==> config.mk <==
export PLATFORM = sky130hd
export DESIGN_NAME = seg_scan_ctrl_flat
export DESIGN_NICKNAME = d
export VERILOG_FILES = /design/src/rtl/seg_scan_if.sv /design/src/rtl/seg_scan_ctrl.sv /design/src/flat_wrapper.sv
export SDC_FILE = /design/constraint.sdc
export NUM_CORES = 1
export LEC_CHECK = 0
export ABC_AREA = 0
export ABC_CLOCK_PERIOD_IN_PS = 3600
export CELL_PAD_IN_SITES_DETAIL_PLACEMENT = 1
export CELL_PAD_IN_SITES_GLOBAL_PLACEMENT = 1
export CORE_UTILIZATION = 48
export CTS_CLUSTER_DIAMETER = 40
export DETAILED_ROUTE_END_ITERATION = 7
export PLACE_DENSITY = 0.88
export SLEW_MARGIN = 0
export SYNTH_ARGS = -nofsm -noshare
export SYNTH_HDL_FRONTEND = slang
export SYNTH_SLANG_ARGS = --single-unit
==> constraint.sdc <==
create_clock -name clk -period 3.6 [get_ports clk]
set_clock_uncertainty 0.1 [all_clocks]
set_input_delay 0.36 -clock clk [delete_from_list [all_inputs] [get_ports clk]]
set_output_delay 0.36 -clock clk [all_outputs]
set_load 0.03 [all_outputs]
==> src/rtl/seg_scan_if.sv <==
// Host-side bundle for seg_scan_ctrl: frame data and scan controls in, one digit's drive out.
interface seg_scan_if #(
  parameter int DIGITS = 4
);
  logic                  en;
  logic                  load;
  logic [4*DIGITS-1:0]   din;
  logic [DIGITS-1:0]     dp_in;
  logic [DIGITS-1:0]     blank_mask;
  logic [3:0]            dig_val;
  logic [DIGITS-1:0]     dig_sel;
  logic                  dp_out;
  logic                  frame_done;

  modport master (
    output en, load, din, dp_in, blank_mask,
    input  dig_val, dig_sel, dp_out, frame_done
  );

  modport slave (
    input  en, load, din, dp_in, blank_mask,
    output dig_val, dig_sel, dp_out, frame_done
  );
endinterface

==> src/rtl/seg_scan_ctrl.sv <==
// Multiplexed 7-segment scan controller: dead-time blank then show per digit slot,
// double-buffered frame data committed only when the scan (re)starts at digit 0.
module seg_scan_ctrl #(
  parameter int DIGITS    = 4,
  parameter int SCAN_DIV  = 50000,
  parameter int BLANK_CYC = 16
) (
  input  logic     clk,
  input  logic     rst_n,
  seg_scan_if.slave bus
);

  localparam int CW = $clog2(SCAN_DIV);
  localparam int IW = $clog2(DIGITS);
  localparam logic [CW-1:0] BLANK_LAST = CW'(BLANK_CYC - 1);
  localparam logic [CW-1:0] SHOW_LAST  = CW'(SCAN_DIV - BLANK_CYC - 1);
  localparam logic [IW-1:0] IDX_LAST   = IW'(DIGITS - 1);

  typedef enum logic [1:0] {
    IDLE  = 2'd0,
    BLANK = 2'd1,
    SHOW  = 2'd2
  } state_t;

  typedef logic [DIGITS-1:0][3:0] frame_t;

  state_t            state_q, state_d;
  logic [IW-1:0]     idx_q, idx_d;
  logic [CW-1:0]     cnt_q, cnt_d;
  logic              commit, wrap;

  frame_t            din_frame;
  frame_t            act_q, act_d;
  frame_t            pend_q, pend_d;
  logic [DIGITS-1:0] adp_q, adp_d;
  logic [DIGITS-1:0] pdp_q, pdp_d;
  logic              pend_vld_q, pend_vld_d;

  logic [3:0]        dig_val_q, dig_val_d;
  logic [DIGITS-1:0] dig_sel_q, dig_sel_d;
  logic              dp_out_q, dp_out_d;
  logic              frame_done_q;

  assign din_frame = bus.din;

  // Slot sequencing; commit marks every entry into BLANK of digit 0.
  always_comb begin
    state_d = state_q;
    idx_d   = idx_q;
    cnt_d   = cnt_q + CW'(1);
    commit  = 1'b0;
    wrap    = 1'b0;
    if (!bus.en) begin
      state_d = IDLE;
      idx_d   = '0;
      cnt_d   = '0;
    end else begin
      case (state_q)
        IDLE: begin
          state_d = BLANK;
          idx_d   = '0;
          cnt_d   = '0;
          commit  = 1'b1;
        end
        BLANK: begin
          if (cnt_q == BLANK_LAST) begin
            state_d = SHOW;
            cnt_d   = '0;
          end
        end
        SHOW: begin
          if (cnt_q == SHOW_LAST) begin
            state_d = BLANK;
            cnt_d   = '0;
            if (idx_q == IDX_LAST) begin
              idx_d  = '0;
              commit = 1'b1;
              wrap   = 1'b1;
            end else begin
              idx_d  = idx_q + IW'(1);
            end
          end
        end
        default: begin
          state_d = IDLE;
          idx_d   = '0;
          cnt_d   = '0;
        end
      endcase
    end
  end

  // A load coinciding with a commit goes straight to the active frame.
  always_comb begin
    act_d      = act_q;
    adp_d      = adp_q;
    pend_d     = pend_q;
    pdp_d      = pdp_q;
    pend_vld_d = pend_vld_q;
    if (commit && bus.load) begin
      act_d      = din_frame;
      adp_d      = bus.dp_in;
      pend_vld_d = 1'b0;
    end else if (commit && pend_vld_q) begin
      act_d      = pend_q;
      adp_d      = pdp_q;
      pend_vld_d = 1'b0;
    end else if (bus.load) begin
      pend_d     = din_frame;
      pdp_d      = bus.dp_in;
      pend_vld_d = 1'b1;
    end
  end

  // Outputs follow the next state so they register in step with it.
  always_comb begin
    dig_val_d = '0;
    dig_sel_d = '0;
    dp_out_d  = 1'b0;
    if (state_d != IDLE) begin
      dig_val_d = act_d[idx_d];
    end
    if (state_d == SHOW && !bus.blank_mask[idx_d]) begin
      dig_sel_d = DIGITS'(1) << idx_d;
      dp_out_d  = adp_d[idx_d];
    end
  end

  always_ff @(posedge clk or negedge rst_n) begin
    if (!rst_n) begin
      state_q      <= IDLE;
      idx_q        <= '0;
      cnt_q        <= '0;
      act_q        <= '0;
      adp_q        <= '0;
      pend_q       <= '0;
      pdp_q        <= '0;
      pend_vld_q   <= 1'b0;
      dig_val_q    <= '0;
      dig_sel_q    <= '0;
      dp_out_q     <= 1'b0;
      frame_done_q <= 1'b0;
    end else begin
      state_q      <= state_d;
      idx_q        <= idx_d;
      cnt_q        <= cnt_d;
      act_q        <= act_d;
      adp_q        <= adp_d;
      pend_q       <= pend_d;
      pdp_q        <= pdp_d;
      pend_vld_q   <= pend_vld_d;
      dig_val_q    <= dig_val_d;
      dig_sel_q    <= dig_sel_d;
      dp_out_q     <= dp_out_d;
      frame_done_q <= wrap;
    end
  end

  assign bus.dig_val    = dig_val_q;
  assign bus.dig_sel    = dig_sel_q;
  assign bus.dp_out     = dp_out_q;
  assign bus.frame_done = frame_done_q;

endmodule
==> src/flat_wrapper.sv <==
// flat-port wrapper written by rule: the top's interface ports become plain ports
module seg_scan_ctrl_flat 
#(
  parameter int DIGITS    = 4,
  parameter int SCAN_DIV  = 50000,
  parameter int BLANK_CYC = 16
)
  (clk, rst_n, bus_en, bus_load, bus_din, bus_dp_in, bus_blank_mask, bus_dig_val, bus_dig_sel, bus_dp_out, bus_frame_done);
  seg_scan_if #(.DIGITS(DIGITS)) bus_i ();
  input  logic clk;
  input  logic rst_n;
  input wire logic [$bits(bus_i.en)-1:0] bus_en;
  input wire logic [$bits(bus_i.load)-1:0] bus_load;
  input wire logic [$bits(bus_i.din)-1:0] bus_din;
  input wire logic [$bits(bus_i.dp_in)-1:0] bus_dp_in;
  input wire logic [$bits(bus_i.blank_mask)-1:0] bus_blank_mask;
  output wire logic [$bits(bus_i.dig_val)-1:0] bus_dig_val;
  output wire logic [$bits(bus_i.dig_sel)-1:0] bus_dig_sel;
  output wire logic [$bits(bus_i.dp_out)-1:0] bus_dp_out;
  output wire logic [$bits(bus_i.frame_done)-1:0] bus_frame_done;
  assign bus_i.en = bus_en;
  assign bus_i.load = bus_load;
  assign bus_i.din = bus_din;
  assign bus_i.dp_in = bus_dp_in;
  assign bus_i.blank_mask = bus_blank_mask;
  assign bus_dig_val = bus_i.dig_val;
  assign bus_dig_sel = bus_i.dig_sel;
  assign bus_dp_out = bus_i.dp_out;
  assign bus_frame_done = bus_i.frame_done;
  seg_scan_ctrl #(.DIGITS(DIGITS), .SCAN_DIV(SCAN_DIV), .BLANK_CYC(BLANK_CYC)) u_core (.clk(clk), .rst_n(rst_n), .bus(bus_i));
endmodule
* Word level (Yosys, flattened, before mapping) *
Cells that the tools add are included.
W data, S select, Z words.

cells by class
  $add $sub $neg = 2
  multiplexer cells = 34
  eq/ne operators = 6
  reduce and logical (&&, ||, !) cells = 8
  bitwise logic cells = 2
  shift-type cells = 1
  order comparisons = 1

operators by type and width
  operator                 count
  $mux W16                 5
  $pmux W16 S2             1
  $mux W4                  5
  $add A16 B1 Y16 const B  1
  $eq A16 B16 Y1 const B   1
  $eq A16 B4 Y1 const B    1
  $mux W2                  6
  $mux W1                  11
  $bmux W4 S2              1
  $eq A2 B2 Y1 const B     3
  $pmux W2 S3              1
  $bmux W1 S2              2
  $pmux W2 S2              1
  $shl A1 B2 Y4 const A    1
  $logic_and A1 B1 Y1      3
  $lt A2 B3 Y1 const B     1
  $reduce_and A3 Y1        1
  $reduce_bool A3 Y1       1
  $add A2 B1 Y2 const B    1
  $eq A2 B1 Y1 const B     1
  $logic_not A2 Y1         1
  $not A1 Y1               2
  $pmux W1 S2              1
  $reduce_bool A2 Y1       1
  $logic_not A1 Y1         1

storage, ports and cells
  flip-flop bits (word level) = 71
  input bits = 28
  output and inout bits = 10
  word-level logic and storage cells = 72

* Depth between registers and ports, before layout *
  depth in word-level cells = 11
  mapped depth = 11

* Worst setup path after synthesis *
No wires, ideal clock.

  path type = reg2reg
  start point = register u_core.cnt_q[0]
  end point = register u_core.dig_val_q[1], in the netlist u_core.bus.dig_val[1]
  period minus slack after synthesis = 2.270 ns
  library setup time = 0.129 ns
  buffers on the path = 2
  required time = 3.371 ns
  cell stages (with the launch flop) = 11
  data arrival time = 2.041 ns
  slack = 1.330 ns
  cells stage by stage = dfrtp_1 -> ha_1 -> and3_1 -> buf_2 -> nand4_4 -> o21ai_2 -> buf_4 -> a32o_1 -> a221o_1 -> a22oi_1 -> a21oi_1

RTL lines
  element                 line                  text
  start, declared         seg_scan_ctrl.sv:29   logic [CW-1:0] cnt_q, cnt_d;
  start signal, assigned  seg_scan_ctrl.sv:146  cnt_q <= cnt_d;
  end signal, assigned    seg_scan_ctrl.sv:152  dig_val_q <= dig_val_d;
  end, declared           seg_scan_ctrl.sv:39   logic [3:0] dig_val_q, dig_val_d;

==> qor.csv <==
metric,value,unit
fin crit period,2.89,ns
"Setup violations, final",0,
Final ANT Viol Nets,0,
final hold violations,0,
Num CTS Buffers,9,
CTS tree,yes,
Critical Path Sink,u_core.bus.dig_val[0],
R2R setup slack,0.71,ns
Worst path depth,8,
Leakage,1.66,nW
post-detail-place hpwl,6090,um
routed len/inst,20.6,um
"commonest non-fill, non-tap cells in the layout","dfrtp_1, clkdlybuf4s50_1, nor2_1",
sequential share of the synthesized area,52.1,%
Critical R2R Capture,u_core.bus.dig_val[0],
critical path required time,3.71,ns
Setup CP Type,flip-flop to flip-flop,
achievable clock frequency,0.346,GHz
Slew @ Worst Pin,0.901,ns
"Net Count, Synth",342,
multi-input logic area,1540,sq um
"most used cell, CP",a22oi_1,
critical path's largest stage delay,0.53,ns
Slew Limit Fails,0,
post-cts sizing count,0,
max_cap viols,0,
"Power, Total",2.00,mW
placed cell count,435,
TNS Setup,0,ns
"Cell Area, Synth",3410,sq um
Die X,86.3,um
ys flop type,dfrtp_1,
largest net degree at the start of global routing,72,
clock-pin slew on the worst setup and hold paths,0.08,ns
diode count,0,
Synth Warn #,0,
FF/Latch Area,1780,sq um
Startpoint Class,flip-flop,
row cnt,30,
clk_lat worst skew,0.35,ns
"most common cell after layout, fill and taps aside",dfrtp_1,
Syn Area/Cell,11.1,sq um
Clock Sink Count,71,
"Period Utilization, post-route",80.2,%
RSZ-0062 raised after global routing,no,
Post-synth ARST share,100,%
Setup crit end kind,flip-flop,
Post-Syn Instances,308,
drt initial violations,164,
Post-Route WL,9280,um
first-pass GRT wire length,15200,um
Critical Path Source,u_core.cnt_q[0],
post-cts hold buffer count,0,
worst hold-check path type,primary input to async pin,
Yosys reg bits,71,
buffer and inverter count on the worst path,0,
antenna violations before repair,0,
Area Overhead vs Synth,19.5,%
Post-Place Worst Slack,0.769,ns
worst reg2reg path depth,8,
Post-CTS Setup Bufs,0,
Unique masters post-synth,43,
routability congestion estimate,0.789,
# DRC,0,
Port Buf Inserts,37,
"Slowest-stage cell, CP",o21a_1,
DIE AREA,7440,sq um
global route overflow,0,
DRT Pass-1 Iters,4,
Peak supply drop,0.350,mV
crit-path max FO,21,
via count,2734,
share of cells above drive strength 1,15.2,%
vias in the first global route,2949,
Setup WS post-layout,0.712,ns
height of the chip,86.3,um
Crit path max-delay family,compound AO/OA/AOI/OAI gates,
Post-synth EDFFs,0,
clock root buffer,clkbuf_8,
floorplan core area,6830,sq um
Max Root-Sink Buffers,2,
Fillers,754,
io pins,38,
Tot GR Track Use,27.3,%
Nets,384,
Vias/cell,6.06,
pwr/cell area,492,nW/um^2
Initial Utilization,49.9,%
WP data arrival,3.00,ns
H-Tree Depth,3,
Min Hold Slack,0.109,ns
crit-path cells,"ha_1, and3_1, nand4_4, o21a_1, a22oi_1, nand2_1, a22oi_1, a21oi_1",
Slew HR,39.9,%
status,finished clean,
final non-filler cell total,451,
RR Startpoint,u_core.cnt_q[0],
[worst reg2reg max path: stages (launching register included)]
cell,delay (ns)
dfrtp_1,0.39
ha_1,0.21
and3_1,0.37
nand4_4,0.23
o21a_1,0.53
a22oi_1,0.36
nand2_1,0.15
a22oi_1,0.28
a21oi_1,0.14
[area by class of cell]
type | count | area share [%]
sequential | 71 | 43.6
multi-input combinational | 218 | 37.8
timing repair buffer | 44 | 10.3
clock buffer | 10 | 3.13
tap | 96 | 2.95
clock inverter | 6 | 1.69
inverter | 6 | 0.553
[logic make-up (layout without fill, tap and decap cells)]
logic type	count (synthesis)	in the layout	share of synthesized area, %
buffers and inverters	19	66	2.75
muxes	21	21	6.94
adders and majority gates	6	6	2.20
AOI/OAI and AO/OA	78	78	18.0
DFF	71	71	52.1
and+or+nand+nor	100	100	14.6
xor gates and xnor gates	13	13	3.34
[power by group]
part	total (mW)	switching (mW)	internal (mW)
clock	0.642	0.318	0.324
sequential	0.991	0.0758	0.915
combinational	0.370	0.201	0.168
total	2.00	0.595	1.41
[flip-flops by register name, summed over array words and instances (netlist names)]
name / cells
u_core.state_q: 2
u_core.cnt_q: 16
u_core.bus.dp_out: 1
u_core.pdp_q: 4
u_core.bus.frame_done: 1
u_core.pend_vld_q: 1
u_core.bus.dig_val: 4
u_core.idx_q: 2
u_core.adp_q: 4
u_core.bus.dig_sel: 4
u_core.pend_q: 16
u_core.act_q: 16
[stage by stage]
step	utilization [%]	instance area, sq um
global route	59.6	4070
CTS	59.6	4070
finish	59.6	4070
global placement	56.7	3870
floorplan	-	3410
detailed placement	56.7	3870
[layer usage]
metal / global-route usage [%] / share of wire [%] / wire (um) / up-vias
met5: 0 / 0 / 0 / -
met4: 12.1 / 2.6 / 237 / 0
met3: 4.19 / 3.1 / 285 / 24
met2: 47.4 / 51 / 4730 / 79
met1: 33.8 / 43 / 4020 / 1404
li1: - / - / - / 1227
[cells in the mapped netlist (all sizes together) (5+ instances only)]
library cell	count	area (sq um)
a21oi	10	53.8
a221o	8	80.1
a22oi	16	120
a32o	8	80.1
a32oi	10	87.6
buf	7	48.8
clkbuf	6	22.5
dfrtp	71	1780
ha	6	75.1
inv	6	22.5
mux2	21	236
nand2	27	101
nand3	12	60.1
nor2	33	124
nor2b	8	50.1
o21ai	13	83.8
xnor2	5	43.8
xor2	8	70.1
[worst min-delay path by stage]
stage               startpoint                    end  slack [ns]
2_1_floorplan            rst_n        u_core.act_q[0]       -0.04
3_3_place_gp   u_core.cnt_q[0]        u_core.cnt_q[0]        0.37
3_5_place_dp   u_core.cnt_q[0]        u_core.cnt_q[0]        0.38
4_1_cts                  rst_n  u_core.bus.dig_sel[0]        0.15
5_1_grt                  rst_n       u_core.cnt_q[14]        0.20
6_report                 rst_n       u_core.cnt_q[11]        0.11
No activity file was read; power rests on OpenSTA's default activity.
==> edit: new RTL, same settings <==
Make the reset (`rst_n`) synchronous in one clocked block.
--- a/src/rtl/seg_scan_ctrl.sv
+++ b/src/rtl/seg_scan_ctrl.sv
@@ -128,3 +128,3 @@
 
-  always_ff @(posedge clk or negedge rst_n) begin
+  always_ff @(posedge clk) begin
     if (!rst_n) begin
Function: differs if rst_n is asserted again (counterexample within 4 cycles, from zero or initial values and one cycle with rst_n low); with rst_n held inactive, the same outputs for 10 cycles.
==> edit against the original RTL <==
  * Clock power decreased by 14%
  * Setup slack got worse by 0.0024 ns
  * Area after synthesis decreased by 6.6%
  * Critical path depth increased by 1
  * Count of clock-buffer cells in the layout decreased by 1
  * Synthesized cell count increased by 23%
  * Power decreased by 21%
  * Sequential cell count unchanged
  * Non-clock buffer count decreased by 2
  * Final area decreased by 7.5%
  * Routed wire length decreased by 3.8%
  * Critical path type unchanged
  * Critical endpoint is now u_core.bus.dig_val[2]$_SDFF_PN0_
==> edit: results (changes against the original RTL) <==
Outcome -> complete, no violations
Ys async rst share -> 0 (-1.000)
Synth cell count leaders -> 71 x dfxtp_1, 55 x nand2_1, 42 x nor2_1
Dpl hpwl -> 6122 um (+0.52%)
Total Nets Final -> 446 (+16%)
VDD IR max -> 246.1 uV (-30%)
Ys flop type -> dfxtp_1
Max Fanout on Critical Path -> 23 (+9.5%)
Final hold slack -> 0.3634 ns (+0.2545 ns)
Synth cell types -> 47 (+9.3%)
GRT Resource Usage Total -> 0.2718 (-0.001320)
FILL cells -> 749 (-0.66%)
Vias in the first global route -> 3,214 (+9.0%)
Worst Reg-to-Reg Cells -> 9 (+1)
Worst slew margin -> 0.4753 (+0.07589)
Vias per inst -> 6.101 (+0.65%)
Area contributors post-synth -> dfxtp_1 45%, nand2_1 6.5%, o22ai_1 5.5%
Critical Path AT -> 3.02 ns (+0.02 ns)
Net Switching -> 440.9 uW (-26%)
Hold_sp -> u_core.pdp_q[3]$_SDFFE_PN0P_
Mapped Nets -> 414 (+21%)
Placer Congestion -> 0.7997 (+1.4%)
Final Max Slew Viols -> 0 (unchanged)
R2R Path End -> u_core.bus.dig_val[2]$_SDFF_PN0_
Leak pwr -> 0.001322 uW (-20%)
Largest net degree at the start of global routing -> 38 (-47%)
First-pass GRT wire length -> 15,200 um (+0.32%)
Total Wirelength -> 8920 um (-3.8%)
==> edit: power by group through the flow <==
stage	combinational [uW]	sequential (uW)	clock, uW
global route	219	843	595
detailed placement	197	858	0
finish	199	840	553
floorplan	123	852	0
global placement	189	856	0
CTS	199	839	559
==> edit: worst max-delay path by stage <==
stage                                from                          endpoint  slack (ns)  cells past startpoint
2_1_floorplan  u_core.cnt_q[0]$_SDFF_PN0_  u_core.bus.dig_val[2]$_SDFF_PN0_        1.12                      9
3_3_place_gp                     bus_load  u_core.bus.dig_val[2]$_SDFF_PN0_        0.80                      9
3_5_place_dp   u_core.cnt_q[0]$_SDFF_PN0_  u_core.bus.dig_val[2]$_SDFF_PN0_        0.71                      9
4_1_cts        u_core.cnt_q[0]$_SDFF_PN0_  u_core.bus.dig_val[2]$_SDFF_PN0_        0.70                      9
5_1_grt        u_core.cnt_q[0]$_SDFF_PN0_  u_core.bus.dig_val[2]$_SDFF_PN0_        0.45                      9
6_report       u_core.cnt_q[0]$_SDFF_PN0_  u_core.bus.dig_val[2]$_SDFF_PN0_        0.71                      9
==> edit: metrics by stage <==
step	utilization	instance area, sq um	worst slack [ns]	instances	total power [uW]
finish	0.5897	3766	0.7092	493	1592
global placement	0.5643	3603	0.7958	478	1045
floorplan	-	3184	1.121	380	974.5
CTS	0.5897	3766	0.7005	493	1598
detailed placement	0.5643	3603	0.7071	478	1055
global route	0.5897	3766	0.4468	493	1657
==> edit: critical path: stages (launching register included) <==
cell	delay [ns]
dfxtp_1	0.37
ha_1	0.19
and3_1	0.36
nand4_1	0.19
o21ai_1	0.19
buf_4	0.30
a31oi_1	0.12
o21ai_0	0.35
nor2_1	0.07
or4_1	0.51
==> edit: layout make-up <==
cell class	count	area, sq um	share of cell area
Sequential cell	71	1421	0.3774
Tap cell	77	96.34	0.02558
Clock buffer	9	123.9	0.03289
Multi-Input combinational cell	279	1644	0.4365
Inverter	9	33.78	0.008970
Timing Repair Buffer	42	407.9	0.1083
Clock inverter	6	38.79	0.01030
==> edit: cell families (layout without fill, tap and decap cells) <==
group           count (synthesis)  after routing  share of synthesized area
simple gates                  155            155                     0.2342
fa+ha+maj                       6              6                    0.02358
compound gates                105            105                     0.2228
xor+xnor                       13             13                    0.03576
buf+inv                        30             66                    0.03732
flops                          71             71                     0.4464
==> edit: routing by layer <==
| metal | vias to the layer above | part of all wire | global-route usage | wire, um |
|---|---|---|---|---|
| li1 | 1429 | - | - | - |
| met3 | 16 | 0.036 | 0.04748 | 318 |
| met5 | - | 0 | 0 | 0 |
| met1 | 1492 | 0.44 | 0.3264 | 3914 |
| met4 | 0 | 0.018 | 0.1017 | 165 |
| met2 | 71 | 0.51 | 0.4851 | 4522 |
